### config.mk
export PLATFORM = sky130hd
export DESIGN_NAME = c1541_track_engine
export DESIGN_NICKNAME = d
export VERILOG_FILES = /design/src/rtl/c1541_track_engine.sv
export SDC_FILE = /design/constraint.sdc
export NUM_CORES = 1
export LEC_CHECK = 0
export ABC_AREA = 1
export BUFFER_PORTS_ARGS = -buffer_cell sky130_fd_sc_hd__buf_2
export CORE_ASPECT_RATIO = 1.2
export CORE_UTILIZATION = 50
export CTS_CLUSTER_SIZE = 20
export DETAILED_ROUTE_END_ITERATION = 10
export PLACE_DENSITY = 0.68
export RECOVER_POWER = 100
export SETUP_SLACK_MARGIN = 0.02
export SLEW_MARGIN = 25
export SYNTH_ARGS = -nofsm -noshare
export SYNTH_HDL_FRONTEND = slang
export SYNTH_SLANG_ARGS = --single-unit
export TNS_END_PERCENT = 5
### constraint.sdc
create_clock -name clk32 -period 3.96 [get_ports clk32]
set_clock_uncertainty 0.05 [all_clocks]
set_input_delay 0.594 -clock clk32 [delete_from_list [all_inputs] [get_ports clk32]]
set_output_delay 0.594 -clock clk32 [all_outputs]
set_load 0.05 [all_outputs]
### src/rtl/c1541_track_engine.sv
// 1541 track engine: streams a buffered track past a virtual head at zone bit rate,
// framing SYNC/bytes for the VIA in read mode and writing VIA bytes back in write mode.
module c1541_track_engine (
  input  logic        clk32,
  input  logic        reset_n,
  input  logic        mtr,
  input  logic [1:0]  freq,
  input  logic        mode,
  input  logic [7:0]  dout,
  input  logic        wps_n,
  input  logic [12:0] track_len,
  output logic [12:0] ram_addr,
  input  logic [7:0]  ram_do,
  output logic [7:0]  ram_di,
  output logic        ram_we,
  output logic [7:0]  din,
  output logic        sync_n,
  output logic        byte_n
);

  logic [7:0]  tick_cnt;
  logic [7:0]  per;
  logic [12:0] pos;
  logic [2:0]  bit_idx;
  logic [7:0]  tx_byte;
  logic        ld_d1;
  logic        ld_d2;
  logic        mtr_q;
  logic [9:0]  rx_sr;
  logic [2:0]  rx_cnt;
  logic [5:0]  bn_cnt;
  logic [7:0]  wr_latch;
  logic        wr_valid;

  logic [4:0]  zone_mul;
  logic [7:0]  period_next;
  logic        tick;
  logic        has_track;
  logic        boundary;
  logic        tx_bit;
  logic [9:0]  rx_next;
  logic        rx_sync;
  logic        rx_wrap;
  logic        wr_boundary;
  logic        pulse;

  assign zone_mul    = 5'd16 - {3'b000, freq};
  assign period_next = {zone_mul, 3'b000};
  assign tick        = mtr && (tick_cnt == per - 8'd1);
  assign has_track   = (track_len != 13'd0);
  assign boundary    = tick && (bit_idx == 3'd7) && has_track;
  assign tx_bit      = tx_byte[3'd7 - bit_idx];
  assign rx_next     = {rx_sr[8:0], tx_bit};
  assign rx_sync     = &rx_next;
  assign rx_wrap     = tick && mode && !rx_sync && (rx_cnt == 3'd7);
  assign wr_boundary = boundary && !mode;
  assign pulse       = (rx_wrap && has_track) || wr_boundary;

  // The write strobe must coincide with the pre-advance address, so it is
  // decoded from the boundary tick itself rather than registered.
  assign ram_we   = reset_n && wr_boundary && wr_valid && wps_n && mtr;
  assign ram_addr = pos;
  assign ram_di   = wr_latch;

  always_ff @(posedge clk32) begin
    if (!reset_n) begin
      tick_cnt <= 8'd0;
      per      <= period_next;
      pos      <= 13'd0;
      bit_idx  <= 3'd0;
      tx_byte  <= 8'd0;
      ld_d1    <= 1'b1;
      ld_d2    <= 1'b0;
      mtr_q    <= 1'b0;
      rx_sr    <= 10'd0;
      rx_cnt   <= 3'd0;
      bn_cnt   <= 6'd0;
      wr_latch <= 8'd0;
      wr_valid <= 1'b0;
      din      <= 8'd0;
      sync_n   <= 1'b1;
      byte_n   <= 1'b1;
    end else begin
      mtr_q <= mtr;
      // RAM read is registered: address settles one cycle, data the next.
      ld_d1 <= boundary || (mtr && !mtr_q);
      ld_d2 <= ld_d1;
      if (ld_d2) tx_byte <= ram_do;

      if (!mtr || tick) begin
        tick_cnt <= 8'd0;
        per      <= period_next;
      end else begin
        tick_cnt <= tick_cnt + 8'd1;
      end

      if (!has_track) begin
        pos <= 13'd0;
      end else if (boundary) begin
        pos <= (pos == track_len - 13'd1) ? 13'd0 : pos + 13'd1;
      end

      if (tick) begin
        bit_idx <= bit_idx + 3'd1;
        if (mode) begin
          rx_sr  <= rx_next;
          sync_n <= !rx_sync;
          rx_cnt <= rx_sync ? 3'd0 : rx_cnt + 3'd1;
          if (rx_wrap) din <= rx_next[7:0];
        end else begin
          rx_sr  <= 10'd0;
          rx_cnt <= 3'd0;
          sync_n <= 1'b1;
        end
      end

      if (wr_boundary) wr_latch <= dout;
      if (mode) wr_valid <= 1'b0;
      else if (boundary) wr_valid <= 1'b1;

      // A fresh pulse always restarts the 40-cycle low window.
      if (!mtr) begin
        byte_n <= 1'b1;
        bn_cnt <= 6'd0;
        sync_n <= 1'b1;
      end else if (pulse) begin
        byte_n <= 1'b0;
        bn_cnt <= 6'd39;
      end else if (!byte_n) begin
        if (bn_cnt == 6'd0) byte_n <= 1'b1;
        else bn_cnt <= bn_cnt - 6'd1;
      end
    end
  end

endmodule

==> flow_summary_export.csv <==
group,metric,value,unit
power,p_leak,0.002078,uW
floorplanning,dieArea,8629,um2
sta,tns,0,ps
synth,avgSynthCellArea,6.930,um2
power,power.density,333.1,nW/um2
floorplanning,die_h,101.6,um
synth,synth_edf_count,4,
run_status,outcome,"finished with violations",
clocking,cts.sinks,76,
synth,synthAdderAreaFrac,3.635,%
synth,ys_seq_elements,76,
final_layout,nets,713,
detailed_routing,vias,3888,
floorplanning,start_util,52.69,%
run_status,violations,"DRC",
worst_setup_path,start_kind,"register",
detailed_routing,viasPerCell,5.109,
floorplanning,num_rows,35,
sta,final_period_minus_worst_setup_slack,3603,ps
global_route,grt_start_max_net_pins,33,
placement,hpwl,6966,um
synth,synth.area.top_cells,"dfxtp_1, nand2_1, nor2_1",
synth,ys.flop_type,"dfxtp_1",
sta,slew_headroom,24.43,%
sta,whs,394.1,ps
synth,synth_common_cells,"nand2_1, nor2_1, dfxtp_1, inv_1, nand3_1",
synth,synth_fp_nets,644,
detailed_routing,wirelength,9102,um
clocking,cts_setup_buffers,0,
worst_setup_path,required,3320,ps
final_layout,seqCellArea,1562,um2
synth,async_flop_share,0,%
worst_setup_path,cp_slowest_cell,"nor2_2",
clocking,clk_latency,350,ps
global_route,gr-total-overflow,0,
global_route,grt_pass1_wl,15650,um
detailed_routing,drt_pass1_iterations,10,
clocking,clkSlewWorstSetupHoldPaths,80,ps
synth,post_synth_xor_area_fraction,4.453,%
synth,yosysMostFrequentCell,"nand2_1",
synth,muxShareOfSynthArea,0,%
global_route,grtUsageTotal,22.45,%
floorplanning,fp.dieW,84.97,um
synth,seq_area_frac_synth,37.81,%
hold_path,min_path_type,"register to register",
sta,finalHoldViolCount,0,
run,max_cap_viol_count,0,
final_layout,syn_to_final_growth,11.94,%
clocking,clk_path_buf_depth,2,
floorplanning,coreArea,7839,um2
sta,min_period_over_period,90.98,%
sta,finalMaxSlewViolations,0,
clocking,hold_buffers,0,
synth,yosys.area_share.simple,36.38,%
worst_setup_path,cp-end-kind,"output pin",
clocking,cts_root_buf,"clkbuf_8",
synth,yosysUniqueCellTypes,37,
final_layout,multi_input_area,2128,um2
detailed_routing,ant_nets,0,
power,vdd_drop_max,0.2550,mV
detailed_routing,post_drt_wl_per_cell,11.96,um
sta,setup_viol,0,
worst_setup_path,cp.arrival,2960,ps
placement,gp_congestion,0.8411,
final_layout,drive_above_1_share,10.91,%
clocking,post_cts_resized,0,
clocking,tritoncts,"done",
final_layout,antenna_cells,0,
floorplanning,pin_count,68,
sta,worst_slew_pin_slew,1133,ps
synth,netlist_area,4130,um2
synth,yosys_warnings,0,
synth,synth_top_area_share,34.90,%
sta,rsz0062_at_grt,"no",
worst_setup_path,criticalPathCategory,"register to output pin",
clocking,cts-htree-levels,3,
sta,max_freq,277.6,MHz
placement,port_buffers,67,
detailed_routing,drtIter0Drc,167,
detailed_routing,drcViolationCount,5,
worst_setup_path,cpPeakStageDelay,440,ps
synth,synth_cells,596,
global_route,antenna_found_initial,0,
worst_setup_path,cp_cell_sequence,"inv_2, ha_1, ha_1, nand2_1, inv_1, nor2_1, nand2_1, nor2_1, nand4_4, nor2_2, inv_2, nor3_1, buf_2",
final_layout,fillers,803,
synth,synth_top_family_by_area,"simple AND/OR/NAND/NOR gates",
worst_setup_path,crit_fanout,12,
global_route,grt_pass1_vias,3598,
synth,synth-compound-area-share,8.906,%
synth,yosysTopAreaCell,"dfxtp_1",
clocking,cts_buffers,9,
-- cells in the final DEF (no fill, tap or decap), drive strengths merged, types with 3 or more instances in the layout --
cell,count
buf,34
nand2,137
ha,12
nand4,14
nor2,104
clkbuf,42
nand3,52
o21ai,38
xnor2,6
nor3,13
edfxtp,4
a21oi,29
nand3b,3
clkinv,7
inv,79
dfxtp,72
xor2,15
-- per-stage QoR --
stage	util, %	instance area, um2	total power, uW	instances	worst slack (ps)
3_5_place_dp	57.78	4529	925.4	746	849.6
4_1_cts	60.48	4741	1560	761	449.5
3_3_place_gp	57.78	4529	922.4	746	920.1
2_1_floorplan	-	4130	883.5	596	668.2
6_report	58.98	4623	1540	761	357.4
5_1_grt	58.98	4623	1615	761	134.1
-- power breakdown --
group | internal (uW) | total [uW] | leakage, uW | switching [uW]
Combinational | 41.2 | 115 | 0.00135 | 73.5
Clock | 352 | 635 | 0.000109 | 283
Sequential | 783 | 790 | 0.000623 | 6.77
-- metal layers --
| metal | GRT usage [%] | share of wire, % | vias to the layer above |
|---|---|---|---|
| met4 | 7.040 | 1.5 | 0 |
| met1 | 27.30 | 44 | 1757 |
| met5 | 0 | 0 | - |
| li1 | - | - | 2046 |
| met2 | 39.02 | 50 | 69 |
| met3 | 5.705 | 4.3 | 16 |
-- worst max-delay path, delay by kind of cell (launching register included) --
kind | cells | cell delay, ps
adder cells (fa/ha/maj) | 2 | 470
flip-flops | 1 | 370
buffers and inverters | 4 | 510
AND/OR/NAND/NOR | 7 | 1260
-- sequential cells by signal, summed over array words and instances, names as in the netlist, 3 cells and up --
name	flops
din	8
tx_byte	8
ram_addr	13
per	4
bn_cnt	6
ram_di	8
rx_cnt	3
rx_sr	9
tick_cnt	8
bit_idx	3
-- cell families after synthesis --
group / Yosys count
and+or+nand+nor: 325
DFF: 76
adders and majority gates: 12
buffers and inverters: 91
AOI/OAI and AO/OA: 71
xor gates and xnor gates: 21
-- final timing paths --
kind	start	endpoint	cells after the start	slack, ps
worst max-delay path	per[3]	ram_we	13	360
worst min-delay path	ld_d1	ld_d2	2	390
worst max register to register	per[3]	din[2]	15	570
worst min register to register	ld_d1	ld_d2	2	390
-- area by class of cell --
type | instances | share of cell area [%]
timing repair buffer | 67 | 6.360
inverter | 82 | 6.766
sequential | 76 | 33.78
multi-input combinational | 429 | 46.04
clock inverter | 6 | 1.894
tap | 92 | 2.490
clock buffer | 9 | 2.679
(Power assumes the default switching activity.)
